--- src/rtl/midi_pkg.sv ---
// Shared types and constants for the MIDI receive parser: parser states,
// special status bytes and the data-length lookup for a status byte.
package midi_pkg;

  typedef enum logic [1:0] {
    NOSTAT = 2'd0,
    CHAN   = 2'd1,
    SYSCOM = 2'd2,
    SYSEX  = 2'd3
  } parser_state_t;

  localparam logic [7:0] ST_SYSEX = 8'hF0;
  localparam logic [7:0] ST_EOX   = 8'hF7;
  localparam logic [7:0] RT_SENSE = 8'hFE;
  localparam logic [7:0] RT_RESET = 8'hFF;

  // Number of data bytes that follow a status byte. F4/F5 are undefined and
  // behave like F6. SysEx (F0) has an open length and is not looked up here.
  function automatic logic [1:0] msg_len(input logic [7:0] status);
    logic [1:0] len;
    len = 2'd0;
    case (status[7:4])
      4'h8, 4'h9, 4'hA, 4'hB, 4'hE: len = 2'd2;
      4'hC, 4'hD:                   len = 2'd1;
      4'hF: begin
        case (status[3:0])
          4'h1, 4'h3: len = 2'd1;
          4'h2:       len = 2'd2;
          default:    len = 2'd0;
        endcase
      end
      default: len = 2'd0;
    endcase
    return len;
  endfunction

endpackage

--- src/rtl/midi_rx_parser_if.sv ---
// Byte stream from the UART receiver into the parser and the parsed stream out.
// rx_valid is a one-cycle strobe with no back-pressure; every output strobe is
// also a single cycle and carries no ready, so the consumer must take it then.
interface midi_rx_parser_if;
  import midi_pkg::*;

  logic          rx_valid;
  logic [7:0]    rx_data;
  logic          rx_frame_err;

  logic          byteready;
  logic [7:0]    cur_status;
  logic [7:0]    midibyte_nr;
  logic [7:0]    midi_in_data;
  logic          sysex_end;
  logic          rt_valid;
  logic [7:0]    rt_data;
  logic          sense_timeout;
  logic          err_orphan;
  parser_state_t state_dbg;

  modport master (
    output rx_valid, rx_data, rx_frame_err,
    input  byteready, cur_status, midibyte_nr, midi_in_data, sysex_end,
           rt_valid, rt_data, sense_timeout, err_orphan, state_dbg
  );

  modport slave (
    input  rx_valid, rx_data, rx_frame_err,
    output byteready, cur_status, midibyte_nr, midi_in_data, sysex_end,
           rt_valid, rt_data, sense_timeout, err_orphan, state_dbg
  );

endinterface

--- src/rtl/midi_sense_timer.sv ---
// Active Sensing supervisor: once armed, counts idle cycles and flags expiry.
// timeout is combinational for the one cycle in which the silence limit is hit.
module midi_sense_timer #(
  parameter int unsigned SENSE_TIMEOUT = 7500000,
  parameter int unsigned SENSE_W       = 23
) (
  input  logic CLOCK_25,
  input  logic reset_reg_N,
  input  logic arm,
  input  logic disarm,
  input  logic kick,
  output logic timeout
);

  localparam logic [SENSE_W-1:0] LAST = SENSE_W'(SENSE_TIMEOUT - 1);

  logic               armed;
  logic [SENSE_W-1:0] cnt;

  // A received byte in the expiry cycle wins over the timeout.
  assign timeout = armed && !kick && (cnt == LAST);

  always_ff @(posedge CLOCK_25 or negedge reset_reg_N) begin
    if (!reset_reg_N) begin
      armed <= 1'b0;
      cnt   <= '0;
    end else if (disarm) begin
      armed <= 1'b0;
      cnt   <= '0;
    end else if (arm) begin
      armed <= 1'b1;
      cnt   <= '0;
    end else if (timeout) begin
      armed <= 1'b0;
      cnt   <= '0;
    end else if (armed) begin
      cnt <= kick ? '0 : cnt + SENSE_W'(1);
    end
  end

endmodule

--- src/rtl/midi_rx_parser.sv ---
// MIDI byte-stream parser: running status, message length tracking, SysEx
// framing, real-time pass-through and Active Sensing timeout.
module midi_rx_parser
  import midi_pkg::*;
#(
  parameter int unsigned SENSE_TIMEOUT = 7500000,
  parameter int unsigned SENSE_W       = 23
) (
  input logic              CLOCK_25,
  input logic              reset_reg_N,
  midi_rx_parser_if.slave  bus
);

  parser_state_t state, state_n;
  logic [7:0]    cur_status, cur_status_n;
  logic [7:0]    nr, nr_n;
  logic [7:0]    in_data, in_data_n;
  logic [7:0]    rt_data, rt_data_n;
  logic          byteready, byteready_n;
  logic          sysex_end, sysex_end_n;
  logic          rt_valid, rt_valid_n;
  logic          sense_timeout, sense_timeout_n;
  logic          err_orphan, err_orphan_n;

  logic       good, is_rt, is_status, is_data;
  logic       arm, disarm, expire;
  logic [7:0] exp_len;
  logic [7:0] nr_sat;

  assign good      = bus.rx_valid && !bus.rx_frame_err;
  assign is_rt     = good && (bus.rx_data >= 8'hF8);
  assign is_status = good && bus.rx_data[7] && !is_rt;
  assign is_data   = good && !bus.rx_data[7];
  assign arm       = is_rt && (bus.rx_data == RT_SENSE);
  assign disarm    = is_rt && (bus.rx_data == RT_RESET);
  assign exp_len   = {6'd0, msg_len(cur_status)};
  assign nr_sat    = (nr == 8'hFF) ? nr : nr + 8'd1;

  midi_sense_timer #(
    .SENSE_TIMEOUT (SENSE_TIMEOUT),
    .SENSE_W       (SENSE_W)
  ) u_sense (
    .CLOCK_25    (CLOCK_25),
    .reset_reg_N (reset_reg_N),
    .arm         (arm),
    .disarm      (disarm),
    .kick        (bus.rx_valid),
    .timeout     (expire)
  );

  always_comb begin
    state_n         = state;
    cur_status_n    = cur_status;
    nr_n            = nr;
    in_data_n       = in_data;
    rt_data_n       = rt_data;
    byteready_n     = 1'b0;
    sysex_end_n     = 1'b0;
    rt_valid_n      = 1'b0;
    sense_timeout_n = 1'b0;
    err_orphan_n    = 1'b0;

    // F0 is held for one cycle after F7 closes a SysEx; NOSTAT drops it here.
    if (state == NOSTAT) cur_status_n = 8'h00;

    if (bus.rx_valid && bus.rx_frame_err) begin
      err_orphan_n = 1'b1;
    end else if (is_rt) begin
      rt_valid_n = 1'b1;
      rt_data_n  = bus.rx_data;
      if (disarm) begin
        state_n      = NOSTAT;
        cur_status_n = 8'h00;
      end
    end else if (is_status) begin
      if (bus.rx_data == ST_EOX) begin
        if (state == SYSEX) begin
          byteready_n = 1'b1;
          sysex_end_n = 1'b1;
          in_data_n   = bus.rx_data;
          nr_n        = nr_sat;
          state_n     = NOSTAT;
        end
      end else begin
        byteready_n  = 1'b1;
        cur_status_n = bus.rx_data;
        in_data_n    = bus.rx_data;
        nr_n         = 8'd0;
        if (bus.rx_data[7:4] != 4'hF)     state_n = CHAN;
        else if (bus.rx_data == ST_SYSEX) state_n = SYSEX;
        else                              state_n = SYSCOM;
      end
    end else if (is_data) begin
      case (state)
        CHAN: begin
          byteready_n = 1'b1;
          in_data_n   = bus.rx_data;
          nr_n        = (nr >= exp_len) ? 8'd1 : nr + 8'd1;
        end
        SYSCOM: begin
          if (nr >= exp_len) begin
            err_orphan_n = 1'b1;
            state_n      = NOSTAT;
          end else begin
            byteready_n = 1'b1;
            in_data_n   = bus.rx_data;
            nr_n        = nr + 8'd1;
          end
        end
        SYSEX: begin
          byteready_n = 1'b1;
          in_data_n   = bus.rx_data;
          nr_n        = nr_sat;
        end
        default: err_orphan_n = 1'b1;
      endcase
    end else if (expire) begin
      sense_timeout_n = 1'b1;
      state_n         = NOSTAT;
      cur_status_n    = 8'h00;
    end
  end

  always_ff @(posedge CLOCK_25 or negedge reset_reg_N) begin
    if (!reset_reg_N) begin
      state         <= NOSTAT;
      cur_status    <= 8'h00;
      nr            <= 8'h00;
      in_data       <= 8'h00;
      rt_data       <= 8'h00;
      byteready     <= 1'b0;
      sysex_end     <= 1'b0;
      rt_valid      <= 1'b0;
      sense_timeout <= 1'b0;
      err_orphan    <= 1'b0;
    end else begin
      state         <= state_n;
      cur_status    <= cur_status_n;
      nr            <= nr_n;
      in_data       <= in_data_n;
      rt_data       <= rt_data_n;
      byteready     <= byteready_n;
      sysex_end     <= sysex_end_n;
      rt_valid      <= rt_valid_n;
      sense_timeout <= sense_timeout_n;
      err_orphan    <= err_orphan_n;
    end
  end

  assign bus.byteready     = byteready;
  assign bus.cur_status    = cur_status;
  assign bus.midibyte_nr   = nr;
  assign bus.midi_in_data  = in_data;
  assign bus.sysex_end     = sysex_end;
  assign bus.rt_valid      = rt_valid;
  assign bus.rt_data       = rt_data;
  assign bus.sense_timeout = sense_timeout;
  assign bus.err_orphan    = err_orphan;
  assign bus.state_dbg     = state;

endmodule
--- src/flat_wrapper.sv ---
// flat-port wrapper written by rule: the top's interface ports become plain ports
module midi_rx_parser_flat import midi_pkg::*;
#(
  parameter int unsigned SENSE_TIMEOUT = 7500000,
  parameter int unsigned SENSE_W       = 23
)
  (CLOCK_25, reset_reg_N, bus_rx_valid, bus_rx_data, bus_rx_frame_err, bus_byteready, bus_cur_status, bus_midibyte_nr, bus_midi_in_data, bus_sysex_end, bus_rt_valid, bus_rt_data, bus_sense_timeout, bus_err_orphan, bus_state_dbg);
  midi_rx_parser_if bus_i ();
  input logic CLOCK_25;
  input logic reset_reg_N;
  input wire logic [$bits(bus_i.rx_valid)-1:0] bus_rx_valid;
  input wire logic [$bits(bus_i.rx_data)-1:0] bus_rx_data;
  input wire logic [$bits(bus_i.rx_frame_err)-1:0] bus_rx_frame_err;
  output wire logic [$bits(bus_i.byteready)-1:0] bus_byteready;
  output wire logic [$bits(bus_i.cur_status)-1:0] bus_cur_status;
  output wire logic [$bits(bus_i.midibyte_nr)-1:0] bus_midibyte_nr;
  output wire logic [$bits(bus_i.midi_in_data)-1:0] bus_midi_in_data;
  output wire logic [$bits(bus_i.sysex_end)-1:0] bus_sysex_end;
  output wire logic [$bits(bus_i.rt_valid)-1:0] bus_rt_valid;
  output wire logic [$bits(bus_i.rt_data)-1:0] bus_rt_data;
  output wire logic [$bits(bus_i.sense_timeout)-1:0] bus_sense_timeout;
  output wire logic [$bits(bus_i.err_orphan)-1:0] bus_err_orphan;
  output wire logic [$bits(bus_i.state_dbg)-1:0] bus_state_dbg;
  assign bus_i.rx_valid = bus_rx_valid;
  assign bus_i.rx_data = bus_rx_data;
  assign bus_i.rx_frame_err = bus_rx_frame_err;
  assign bus_byteready = bus_i.byteready;
  assign bus_cur_status = bus_i.cur_status;
  assign bus_midibyte_nr = bus_i.midibyte_nr;
  assign bus_midi_in_data = bus_i.midi_in_data;
  assign bus_sysex_end = bus_i.sysex_end;
  assign bus_rt_valid = bus_i.rt_valid;
  assign bus_rt_data = bus_i.rt_data;
  assign bus_sense_timeout = bus_i.sense_timeout;
  assign bus_err_orphan = bus_i.err_orphan;
  assign bus_state_dbg = bus_i.state_dbg;
  midi_rx_parser #(.SENSE_TIMEOUT(SENSE_TIMEOUT), .SENSE_W(SENSE_W)) u_core (.CLOCK_25(CLOCK_25), .reset_reg_N(reset_reg_N), .bus(bus_i));
endmodule
--- config.mk ---
export PLATFORM = sky130hd
export DESIGN_NAME = midi_rx_parser_flat
export DESIGN_NICKNAME = d
export VERILOG_FILES = /design/src/rtl/midi_pkg.sv /design/src/rtl/midi_rx_parser_if.sv /design/src/rtl/midi_sense_timer.sv /design/src/rtl/midi_rx_parser.sv /design/src/flat_wrapper.sv
export SDC_FILE = /design/constraint.sdc
export NUM_CORES = 1
export LEC_CHECK = 0
export BUFFER_PORTS_ARGS = -buffer_cell sky130_fd_sc_hd__buf_2
export CAP_MARGIN = 30
export CORE_MARGIN = 2
export CORE_UTILIZATION = 30
export DETAILED_ROUTE_END_ITERATION = 6
export PLACE_DENSITY = 0.45
export SETUP_SLACK_MARGIN = 0.4
export SLEW_MARGIN = 20
export SYNTH_ARGS = -nofsm -noshare
export SYNTH_HDL_FRONTEND = slang
export SYNTH_SLANG_ARGS = --single-unit
--- constraint.sdc ---
create_clock -name CLOCK_25 -period 3.4 [get_ports CLOCK_25]
set_clock_uncertainty 0.15 [all_clocks]
set_input_delay 0.68 -clock CLOCK_25 [delete_from_list [all_inputs] [get_ports CLOCK_25]]
set_output_delay 0.68 -clock CLOCK_25 [all_outputs]
set_load 0.05 [all_outputs]
==> results of run 1 <==
cell usage in the layout, fill, tap and decap left out, drive strengths merged, types with 5 or more instances in the layout:
master,count
and3,7
xnor2,13
or3,5
dfrtp,63
nand3,10
clkbuf,10
xor2,5
nor4,12
or2,7
and4,5
nand4,6
a21oi,21
ha,8
o211ai,6
inv,9
o21ai,14
a31oi,8
mux2,10
nand2,33
buf,57
nor2,31
critical path, stage by stage, from the launching register on:
cell and delay, ns:
sky130_fd_sc_hd__dfrtp_2 0.37, sky130_fd_sc_hd__inv_1 0.05, sky130_fd_sc_hd__o41ai_2 0.31, sky130_fd_sc_hd__nand2_1 0.08, sky130_fd_sc_hd__nand2_1 0.07, sky130_fd_sc_hd__nand2_1 0.06, sky130_fd_sc_hd__ha_1 0.18, sky130_fd_sc_hd__or3_4 0.40
sky130_fd_sc_hd__a211oi_4 0.15, sky130_fd_sc_hd__buf_4 0.19, sky130_fd_sc_hd__o22ai_4 0.10, sky130_fd_sc_hd__nor2_8 0.19, sky130_fd_sc_hd__mux2_4 0.32
area by class of cell:
cell class / count / area share (%)
clock buffers: 10 / 5.29
multi-input cells: 273 / 44.1
well taps: 143 / 4.13
inverters: 9 / 0.781
flip-flops and latches: 63 / 36.5
repair buffers: 57 / 7.29
clock inverters: 6 / 1.94
cell usage after synthesis (6+ instances only):
master                     count  area, um2
sky130_fd_sc_hd__dfrtp_1      63       1580
sky130_fd_sc_hd__nand2_1      32        120
sky130_fd_sc_hd__nor2_1       29        109
sky130_fd_sc_hd__a21oi_1      20        100
sky130_fd_sc_hd__xnor2_1      13        114
sky130_fd_sc_hd__o21ai_0      12       60.1
sky130_fd_sc_hd__nand3_1      10       50.1
sky130_fd_sc_hd__nor4_1       10       62.6
sky130_fd_sc_hd__a31oi_1       8       50.1
sky130_fd_sc_hd__ha_1          8        100
sky130_fd_sc_hd__inv_1         8       30.0
sky130_fd_sc_hd__and3_1        7       43.8
sky130_fd_sc_hd__mux2_4        7        105
sky130_fd_sc_hd__or2_2         7       43.8
sky130_fd_sc_hd__nand4_1       6       37.5
sky130_fd_sc_hd__o211ai_1      6       45.0
metal layers:
layer | track usage (%) | vias to the layer above
li1 | - | 1453
met1 | 21.5 | 1454
met2 | 23.6 | 74
met3 | 4.84 | 12
met4 | 4.96 | 0
met5 | 0 | -
cell families (layout without fill, tap and decap cells):
family / Yosys count / after routing / share of synthesized area [%]
compound gates: 92 / 92 / 18.9
buf+inv: 23 / 82 / 3.38
xor+xnor: 18 / 18 / 4.39
fa+ha+maj: 8 / 8 / 2.79
simple gates: 145 / 145 / 22.8
flops: 63 / 63 / 43.9
mux: 10 / 10 / 3.86
per-stage QoR:
stage | hold WS (ns) | cells | worst slack (ns)
after floorplan | 0.234 | 359 | 0.446
after CTS | 0.214 | 559 | 0.471
final | 0.205 | 561 | 0.649
after global routing | 0.226 | 561 | 0.503
after global placement | 0.298 | 543 | 0.514
after detailed placement | 0.300 | 543 | 0.495
registers in the layout (all words and copies together), names as in the netlist:
register and count:
u_core.u_sense.armed 1, u_core.bus.err_orphan 1, u_core.bus.rt_data 8, u_core.bus.state_dbg 2
u_core.bus.sense_timeout 1, u_core.bus.cur_status 8, u_core.u_sense.cnt 23, u_core.bus.midibyte_nr 8
u_core.bus.sysex_end 1, u_core.bus.midi_in_data 8, u_core.bus.rt_valid 1, u_core.bus.byteready 1
worst max path at each step:
stage                                              to                          startpoint  slack, ns
2_1_floorplan  u_core.bus.midi_in_data[0]$_DFFE_PN0P_  u_core.bus.cur_status[1]$_DFF_PN0_       0.45
3_3_place_gp   u_core.bus.midi_in_data[1]$_DFFE_PN0P_  u_core.bus.cur_status[0]$_DFF_PN0_       0.51
3_5_place_dp   u_core.bus.midi_in_data[3]$_DFFE_PN0P_  u_core.bus.cur_status[0]$_DFF_PN0_       0.49
4_1_cts        u_core.bus.midi_in_data[2]$_DFFE_PN0P_  u_core.bus.cur_status[1]$_DFF_PN0_       0.47
5_1_grt         u_core.bus.midibyte_nr[1]$_DFFE_PN0P_  u_core.bus.cur_status[1]$_DFF_PN0_       0.50
6_report       u_core.bus.midi_in_data[2]$_DFFE_PN0P_  u_core.bus.cur_status[1]$_DFF_PN0_       0.65
report_power, final:
part	internal [mW]	switching [mW]
combinational	0.263	0.530
sequential	0.837	0.0913
clock	0.640	0.345
total	1.74	0.966
what timing repair did:
| item | 4_1_cts | 5_1_grt |
|---|---|---|
| resized for setup | 0 | 0 |
| setup buffers | 0 | 2 |
| endpoints found under the setup margin | 0 | 7 |
==> results.rst, run 1 <==
.. list-table::
   :header-rows: 1

   * - Metric
     - Value
   * - Run status
     - finished, final reports clean
   * - Setup TNS after final layout
     - 0 ns
   * - Critical path fanouts, max
     - 7
   * - GR Overflow Total
     - 0
   * - Maximum clock path buffer count
     - 2
   * - Total placed instance area
     - around 4000 um2
   * - Total Power Consumption
     - about 2.7 mW
   * - Routability congestion estimate
     - 0.777
   * - Root buf cell
     - sky130_fd_sc_hd__clkbuf_16
   * - Number of antenna cells inserted
     - 0
   * - Final cell area excluding filler cells
     - 4330 um2
   * - First drt pass iteration count
     - 4
   * - Boundary Pins
     - between 50 and 60
   * - Maximum number of pins on one net before global-route repair
     - 64
   * - Synthesized net count
     - 379
   * - Worst supply voltage drop on vdd
     - approximately 200 uV
   * - Via density per instance
     - 5.34
   * - Final hold violation count
     - 0
   * - Global-route usage over all layers
     - between 15 and 20%
   * - H-Tree Level Count
     - 3
   * - Cells on worst reg2reg path
     - 12
   * - Die H
     - between 100 and 150 um
   * - Row cnt
     - 39
   * - Number of fill cells in the layout
     - ~1200
   * - Register area
     - between 1500 and 2000 um2
   * - Die boundary width
     - approximately 110 um
   * - Initial antenna violation count
     - 0
   * - Hold Path Class
     - input pin to async pin
   * - Via total after detailed routing
     - about 3000
   * - Number of enable-type register cells in the synthesized netlist
     - 0
   * - Initial core utilization
     - a little over 30%
   * - Category of the critical setup timing path
     - flip-flop to flip-flop
   * - Max Transition Viols Final
     - 0
   * - Number of buffers added on ports
     - 50
   * - Drc violations
     - 0
   * - Total area of multi-input combinational cells
     - roughly 1900 um2
   * - Clock-pin slew reported for the worst setup and hold paths after clock tree synthesis
     - around 0.06 ns
   * - Slew Limit Headroom
     - 46.2%
   * - Proportion of synthesized chip area in sequential cells
     - a little over two fifths
   * - Share of the clock period used by the worst path after layout
     - between 80% and 90%
   * - Half-perimeter wire length after placement
     - about 6600 um
   * - Flop-to-flop setup slack
     - around 0.65 ns
   * - Length of routed met3 wiring
     - ~460 um
   * - Worst setup SP type
     - flip-flop
   * - Max-cap violations
     - 0
   * - Detailed-routed wire length on met2
     - 4360 um
   * - Routed wire per std cell
     - ~17 um
   * - TritonCTS clock tree
     - yes
   * - Areal power density over the cells
     - about 630 nW/um2
   * - Crit Reg-Reg Startpoint
     - u_core.bus.cur_status[1]$_DFF_PN0_
   * - Synth warnings
     - 0
   * - Post-Synthesis Cell Area
     - ~3600 um2
   * - Total clock buffers created by CTS
     - 9
   * - Number of DRC markers in iteration 0
     - ~170
   * - Post-synth ARST share
     - 100%
   * - CTS Hold Buffers Added
     - 0
   * - Number of synthesized register bits
     - 63
   * - Post-detailed-route count of antenna-violating nets
     - 0
   * - Endpoint kind of the worst setup timing path
     - flip-flop
   * - Destination of the worst register-to-register timing path
     - u_core.bus.midi_in_data[2]$_DFFE_PN0P_
   * - Average footprint of a synthesized cell
     - roughly 10 um2
   * - Final-report setup violation count
     - 0
   * - Worst-margin pin slew
     - 0.806 ns
   * - Top FF cell, synth
     - sky130_fd_sc_hd__dfrtp_1
   * - Post-layout net count
     - around 430
   * - Die Footprint
     - 12900 um2
   * - Fraction of layout instances using a drive strength above 1
     - a little over a quarter
   * - Met1 Wirelength
     - between 4000 and 5000 um
   * - Wire length of the first global-routing pass
     - between 15000 and 20000 um
   * - Post-route minimum period
     - between 2 and 3 ns
   * - Worst EP required
     - about 3.5 ns
   * - Highest metal layer with signal wires
     - met4
   * - Area growth syn-to-layout
     - 20.4%
   * - Number of sinks on the clock net
     - between 60 and 70
   * - Number of global-route vias before repair
     - about 3000
   * - Latest clock arrival within the worst-skew pair
     - 0.34 ns
   * - Placeable core region
     - between 10000 and 15000 um2
   * - WP data arrival
     - ~2.8 ns
   * - Wire length after detailed routing
     - roughly 9400 um
   * - Post-Route Utilization
     - 37.4%
   * - Leak
     - about 1.9 nW
   * - Unrepaired setup endpoints after global routing
     - no
   * - Unique masters post-synth
     - 71
   * - Timing-limited maximum frequency
     - approximately 360 MHz
   * - Synth Instances
     - 359
No activity file was read; power rests on OpenSTA's default activity.
==> run 2: changes to the inputs <==
- clock period: 3.4 -> 2.8 ns (I/O delays scaled with it)
==> results.rst, run 2 (synthesis results as in run 1) <==
.. list-table::
   :header-rows: 1

   * - Metric
     - Value
   * - Clock-pin slew reported for the worst setup and hold paths after clock tree synthesis
     - 0.06 ns (about the same)
   * - Share of the clock period used by the worst path after layout
     - 93.2% (+12 points)
   * - Slew Limit Headroom
     - 54.1% (+7.9 points)
   * - Maximum clock path buffer count
     - 2 (unchanged)
   * - Run status
     - finished, final reports clean
   * - Hold Path Class
     - input pin to async pin
   * - Leak
     - 2.00 nW (+3.3%)
   * - Post-route minimum period
     - 2.61 ns (-0.143 ns)
   * - Post-layout net count
     - 445 (+2.8%)
   * - Final-report setup violation count
     - 0 (unchanged)
   * - Combinational Power Share
     - 29.5% (+0.2 points)
   * - Root buf cell
     - sky130_fd_sc_hd__clkbuf_16
   * - Total placed instance area
     - 4100 um2 (+2.5%)
   * - Wire length after detailed routing
     - 9780 um (+3.7%)
   * - Unrepaired setup endpoints after global routing
     - yes
   * - Number of antenna cells inserted
     - 0 (unchanged)
   * - Post-Place Cells
     - 555 (+2.2%)
   * - Setup TNS after final layout
     - 0 ns (unchanged)
   * - Half-perimeter wire length after placement
     - 7030 um (+6.8%)
   * - Total clock buffers created by CTS
     - 9 (unchanged)
   * - Max Transition Viols Final
     - 0 (unchanged)
   * - H-Tree Level Count
     - 3 (unchanged)
   * - Most frequent standard cell in the layout excluding fill and tap cells
     - sky130_fd_sc_hd__dfrtp_1
   * - Worst setup path start
     - u_core.bus.cur_status[1]$_DFF_PN0_
   * - Latest clock arrival within the worst-skew pair
     - 0.34 ns (about the same)
   * - Max-cap violations
     - 0 (unchanged)
   * - Number of DRC markers in iteration 0
     - 169 (-2.9%)
   * - Number of buffers added on ports
     - 50 (unchanged)
   * - Die H
     - 113 um (unchanged)
   * - Number of sinks on the clock net
     - 63 (unchanged)
   * - Power dissipated by switching net loads
     - 1.16 mW (+20%)
   * - Placeable core region
     - 11600 um2 (unchanged)
   * - Worst supply voltage drop on vdd
     - 389 uV (+90%)
   * - First drt pass iteration count
     - 4 (unchanged)
   * - Area growth syn-to-layout
     - 24.0%
   * - Die boundary width
     - 113 um (unchanged)
   * - Final cell area excluding filler cells
     - 4460 um2 (+3.0%)
   * - Via total after detailed routing
     - 3066 (+2.4%)
   * - Register with the most flip-flops
     - u_core.u_sense.cnt
   * - Post-detailed-route count of antenna-violating nets
     - 0 (unchanged)
   * - Die Footprint
     - 12900 um2 (unchanged)
   * - Crit Reg-Reg Startpoint
     - u_core.bus.cur_status[1]$_DFF_PN0_
   * - Top library cells by usage in the layout, fill and taps aside
     - sky130_fd_sc_hd__dfrtp_1 (59), sky130_fd_sc_hd__buf_2 (50), sky130_fd_sc_hd__nand2_1 (32)
   * - Switching Share
     - 34.8% (-0.88 points)
   * - Layout Cells excl Fill
     - 573 (+2.1%)
   * - Category of the critical setup timing path
     - flip-flop to flip-flop
   * - Routability congestion estimate
     - 0.761 (-2.0%)
   * - Relative contribution of sequential cells to total power
     - 33.9% (-0.4 points)
   * - Row cnt
     - 39 (unchanged)
   * - Boundary Pins
     - 51 (unchanged)
   * - Final hold violation count
     - 0 (unchanged)
   * - CTS Hold Buffers Added
     - 0 (unchanged)
   * - Initial core utilization
     - 31.1% (unchanged)
   * - TritonCTS clock tree
     - yes
   * - Total Power Consumption
     - 3.33 mW (+23%)
   * - Via density per instance
     - 5.35 (+0.29%)
   * - Worst setup slack after layout
     - 0.192 ns (-0.457 ns)
   * - Routed wire per std cell
     - 17.1 um (+1.5%)
   * - Critical path fanouts, max
     - 9 (+2)
   * - Drc violations
     - 0 (unchanged)
   * - Endpoint kind of the worst setup timing path
     - flip-flop
   * - Post-placement worst setup slack
     - 0.129 ns (-0.365 ns)
   * - Wire length of the first global-routing pass
     - 16000 um (+1.1%)
   * - Global-route usage over all layers
     - 15.9% (+0.29 points)
   * - Worst setup SP type
     - flip-flop
   * - Initial antenna violation count
     - 0 (unchanged)
   * - Power share of the clock group
     - 36.6% (+0.2 points)
   * - Worst EP required
     - 2.88 ns (-0.59 ns)
   * - Areal power density over the cells
     - 748 nW/um2 (+20%)
   * - Internal cell power
     - 2.17 mW (+25%)
   * - WP data arrival
     - 2.68 ns (-0.14 ns)
   * - GR Overflow Total
     - 0 (unchanged)
   * - Fraction of layout instances using a drive strength above 1
     - 30.2% (+3.0 points)
   * - Timing-limited maximum frequency
     - 383 MHz (+5.5%)
   * - Flip-flop count of the largest register, all copies and words added
     - 23 (unchanged)
   * - Worst-margin pin slew
     - 0.686 ns (-0.120 ns)
   * - Number of global-route vias before repair
     - 3003 (+1.7%)
   * - Maximum number of pins on one net before global-route repair
     - 44 (-31%)
## run 2: cell types whose count changed in the layout (fill, tap and decap cells not counted), sizes merged
cell / previous run / this run
inv: 9 / 8
clkbuf: 10 / 13
clkinv: 4 / 2
buf: 57 / 69
## run 2: power by group through the flow
stage | registers, mW | clock network [mW] | logic [mW]
2_1_floorplan | 1.43 | 0 | 0.416
3_3_place_gp | 1.14 | 0 | 0.961
3_5_place_dp | 1.14 | 0 | 0.964
4_1_cts | 1.13 | 1.27 | 0.987
5_1_grt | 1.15 | 1.29 | 1.05
6_report | 1.13 | 1.22 | 0.984
## run 2: final cells by class
type	instances	area [um2]
flip-flops and latches	63	1580
fillers	1152	7110
clock inverters	3	65.1
multi-input cells	273	1930
inverters	9	33.8
repair buffers	69	405
well taps	143	179
clock buffers	13	260
## run 2: through the flow
stage,hold slack (ns),util (%)
3_5_place_dp,0.297,35.4
2_1_floorplan,0.114,-
4_1_cts,0.0408,38.5
6_report,0.0375,38.5
5_1_grt,0.0728,38.5
3_3_place_gp,0.298,35.4
## run 2: path summary, 6_finish.rpt
path	end	slack (ns)	cells after the start
max reg2reg	u_core.bus.midibyte_nr[1]$_DFFE_PN0P_	0.19	11
max	u_core.bus.midibyte_nr[1]$_DFFE_PN0P_	0.19	11
min	u_core.bus.midibyte_nr[2]$_DFFE_PN0P_	0.04	1
min in group CLOCK_25	u_core.bus.rt_data[3]$_DFFE_PN0P_	0.31	1
max in group asynchronous	u_core.u_sense.cnt[1]$_DFFE_PN0P_	1.85	2
min reg2reg	u_core.bus.rt_data[3]$_DFFE_PN0P_	0.31	1
## run 2: repair_timing
action | in CTS | in global routing
setup buffers | 2 | 0
endpoints found under the setup margin | 20 | 22
pin swaps | 7 | 3
gates resized for setup | 2 | 3
endpoints found under the hold margin | 0 | 0
## run 2: critical path, cell delays in order (launching register included)
cell                       delay, ns
sky130_fd_sc_hd__dfrtp_2        0.36
sky130_fd_sc_hd__inv_2          0.04
sky130_fd_sc_hd__o41ai_2        0.31
sky130_fd_sc_hd__nand2_1        0.07
sky130_fd_sc_hd__nand2_1        0.07
sky130_fd_sc_hd__nand2_1        0.06
sky130_fd_sc_hd__ha_2           0.17
sky130_fd_sc_hd__or3_4          0.34
sky130_fd_sc_hd__a2111o_1       0.44
sky130_fd_sc_hd__nand2_4        0.15
sky130_fd_sc_hd__o211ai_1       0.10
sky130_fd_sc_hd__a32o_1         0.23
## run 2: metal layers
layer	track usage, %	share of wire, %
met2	24.5	47
met1	21.3	47
met5	0	0
met3	3.83	4.0
met4	7.15	2.3
==> run 3: changes to the inputs <==
- BUFFER_PORTS_ARGS: -buffer_cell sky130_fd_sc_hd__buf_2 -> not set
- DONT_BUFFER_PORTS: not set -> 1
- PLACE_DENSITY: 0.45 -> 0.42
==> results.rst, run 3 (synthesis results as in run 1) <==
.. list-table::
   :header-rows: 1

   * - Metric
     - Value
   * - Max-cap violations
     - 0 (unchanged)
   * - Wire length after detailed routing
     - 9720 um (-0.61%)
   * - Post-detailed-route count of antenna-violating nets
     - 0 (unchanged)
   * - Row cnt
     - 39 (unchanged)
   * - Die boundary width
     - 113 um (unchanged)
   * - Via total after detailed routing
     - 2875 (-6.2%)
   * - Routed wire per std cell
     - 18.1 um (+6.2%)
   * - Timing-limited maximum frequency
     - 379 MHz (-1.1%)
   * - Layout Cells excl Fill
     - 536 (-6.5%)
   * - Initial antenna violation count
     - 0 (unchanged)
   * - Switching Share
     - 35.1% (+0.32 points)
   * - Half-perimeter wire length after placement
     - 6900 um (-1.7%)
   * - Leak
     - 1.84 nW (-7.9%)
   * - Maximum number of pins on one net before global-route repair
     - 64 (+45%)
   * - Wire length of the first global-routing pass
     - 16100 um (+0.82%)
   * - Max Transition Viols Final
     - 0 (unchanged)
   * - Internal cell power
     - 2.14 mW (-1.7%)
   * - Worst supply voltage drop on vdd
     - 364 uV (-6.3%)
   * - Worst-margin pin slew
     - 0.733 ns (+0.0464 ns)
   * - Endpoint kind of the worst setup timing path
     - flip-flop
   * - Drc violations
     - 0 (unchanged)
   * - Most frequent standard cell in the layout excluding fill and tap cells
     - sky130_fd_sc_hd__dfrtp_1
   * - Share of the clock period used by the worst path after layout
     - 94.2% (+1.0 points)
   * - Post-Place Cells
     - 514 (-7.4%)
   * - Clock-pin slew reported for the worst setup and hold paths after clock tree synthesis
     - 0.05 ns (about the same)
   * - Register with the most flip-flops
     - u_core.u_sense.cnt
   * - Global-route usage over all layers
     - 16.1% (+0.16 points)
   * - Die H
     - 113 um (unchanged)
   * - Number of sinks on the clock net
     - 63 (unchanged)
   * - TritonCTS clock tree
     - yes
   * - Category of the critical setup timing path
     - flip-flop to flip-flop
   * - Slew Limit Headroom
     - 51.1% (-3.0 points)
   * - Maximum clock path buffer count
     - 2 (unchanged)
   * - Boundary Pins
     - 51 (unchanged)
   * - Die Footprint
     - 12900 um2 (unchanged)
   * - H-Tree Level Count
     - 3 (unchanged)
   * - Final-report setup violation count
     - 0 (unchanged)
   * - Fraction of layout instances using a drive strength above 1
     - 24.2% (-6.1 points)
   * - Hold Path Class
     - input pin to flip-flop
   * - Number of fill cells in the layout
     - 1144 (-0.69%)
   * - Number of antenna cells inserted
     - 0 (unchanged)
   * - Relative contribution of sequential cells to total power
     - 39.2% (+5.3 points)
   * - Total clock buffers created by CTS
     - 9 (unchanged)
   * - Number of global-route vias before repair
     - 2943 (-2.0%)
   * - Root buf cell
     - sky130_fd_sc_hd__clkbuf_16
   * - Unrepaired setup endpoints after global routing
     - yes
   * - GR Overflow Total
     - 0 (unchanged)
   * - Final hold violation count
     - 0 (unchanged)
   * - Number of DRC markers in iteration 0
     - 143 (-15%)
   * - Area growth syn-to-layout
     - 20.9%
   * - Critical path fanouts, max
     - 9 (unchanged)
   * - Total placed instance area
     - 3900 um2 (-4.8%)
   * - Top library cells by usage in the layout, fill and taps aside
     - sky130_fd_sc_hd__dfrtp_1 (59), sky130_fd_sc_hd__nand2_1 (32), sky130_fd_sc_hd__nor2_1 (29)
   * - Combinational Power Share
     - 25.2% (-4.3 points)
   * - First drt pass iteration count
     - 4 (unchanged)
   * - Run status
     - finished, final reports clean
   * - Post-route minimum period
     - 2.64 ns (+0.0284 ns)
   * - Worst setup SP type
     - flip-flop
   * - Power share of the clock group
     - 35.7% (-0.9 points)
   * - Initial core utilization
     - 31.1% (unchanged)
   * - Flip-flop count of the largest register, all copies and words added
     - 23 (unchanged)
   * - Routability congestion estimate
     - 0.772 (+1.4%)
   * - Number of buffers added on ports
     - 0 (-100%)
   * - Final cell area excluding filler cells
     - 4340 um2 (-2.5%)
   * - WP data arrival
     - 2.72 ns (+0.04 ns)
   * - Areal power density over the cells
     - 758 nW/um2 (+1.4%)
   * - Worst EP required
     - 2.89 ns (about the same)
   * - Latest clock arrival within the worst-skew pair
     - 0.33 ns (about the same)
   * - Power dissipated by switching net loads
     - 1.16 mW (-0.27%)
   * - Via density per instance
     - 5.36 (+0.24%)
   * - Post-layout net count
     - 408 (-8.3%)
   * - Placeable core region
     - 11600 um2 (unchanged)
run 3: final cells by class:
| class | count | area (um2) | area share, % |
|---|---|---|---|
| multi-input cells | 273 | 1970 | 45.3 |
| flip-flops and latches | 63 | 1580 | 36.4 |
| repair buffers | 32 | 274 | 6.31 |
| clock inverters | 4 | 70.1 | 1.61 |
| clock buffers | 12 | 236 | 5.44 |
| inverters | 9 | 33.8 | 0.778 |
| well taps | 143 | 179 | 4.12 |
run 3: what timing repair did:
item	CTS	global route
endpoints found under the hold margin	63	0
setup buffers	1	3
setup endpoints to repair	19	20
hold buffers	2	0
pin swaps	3	6
gates resized for setup	7	7
run 3: routing by layer:
metal	GRT usage [%]	routed length, um	vias up
li1	-	-	1391
met1	21.4	4450	1402
met2	25.1	4590	70
met3	4.94	539	12
met4	5.04	142	0
met5	0	0	-
run 3: final timing paths:
kind	depth (start not counted)	slack, ns	startpoint	end
max in group asynchronous	2	1.59	reset_reg_N	u_core.u_sense.cnt[11]$_DFFE_PN0P_
worst max-delay path	10	0.16	u_core.bus.cur_status[3]$_DFF_PN0_	u_core.bus.midibyte_nr[6]$_DFFE_PN0P_
min in group asynchronous	2	0.60	reset_reg_N	u_core.bus.midibyte_nr[4]$_DFFE_PN0P_
worst min register to register	2	0.40	u_core.u_sense.cnt[22]$_DFFE_PN0P_	u_core.u_sense.cnt[22]$_DFFE_PN0P_
worst min-delay path	1	0.18	bus_rx_frame_err	u_core.bus.sysex_end$_DFF_PN0_
worst max register to register	10	0.16	u_core.bus.cur_status[3]$_DFF_PN0_	u_core.bus.midibyte_nr[6]$_DFFE_PN0P_
run 3: worst max-delay path, stage by stage, from the launching register on:
cell and delay [ns]:
sky130_fd_sc_hd__dfrtp_2 0.40, sky130_fd_sc_hd__o41ai_2 0.32, sky130_fd_sc_hd__nand2_1 0.08, sky130_fd_sc_hd__nand2_1 0.07, sky130_fd_sc_hd__nand2_1 0.06, sky130_fd_sc_hd__ha_2 0.16, sky130_fd_sc_hd__or3_4 0.34, sky130_fd_sc_hd__a2111o_1 0.44
sky130_fd_sc_hd__nand2_4 0.15, sky130_fd_sc_hd__a41oi_1 0.13, sky130_fd_sc_hd__a31oi_1 0.23
run 3: stage by stage:
stage               setup WS, ns  setup TNS [ns]  util, %  hold slack [ns]  total power, mW
floorplan                -0.0387          -0.271        -            0.114             1.85
global placement           0.147               0     33.8            0.116             2.03
detailed placement         0.125               0     33.8            0.117             2.04
CTS                        0.139               0     37.0            0.173             3.29
global route              0.0209               0     37.6            0.172             3.45
finish                     0.163               0     37.6            0.184             3.29
run 3: power groups by stage:
stage          sequential [mW]  clock [mW]  combinational, mW
6_report                  1.29        1.17              0.828
5_1_grt                   1.31        1.25              0.894
4_1_cts                   1.29        1.21              0.783
3_5_place_dp              1.31           0              0.731
3_3_place_gp              1.31           0              0.726
2_1_floorplan             1.43           0              0.416
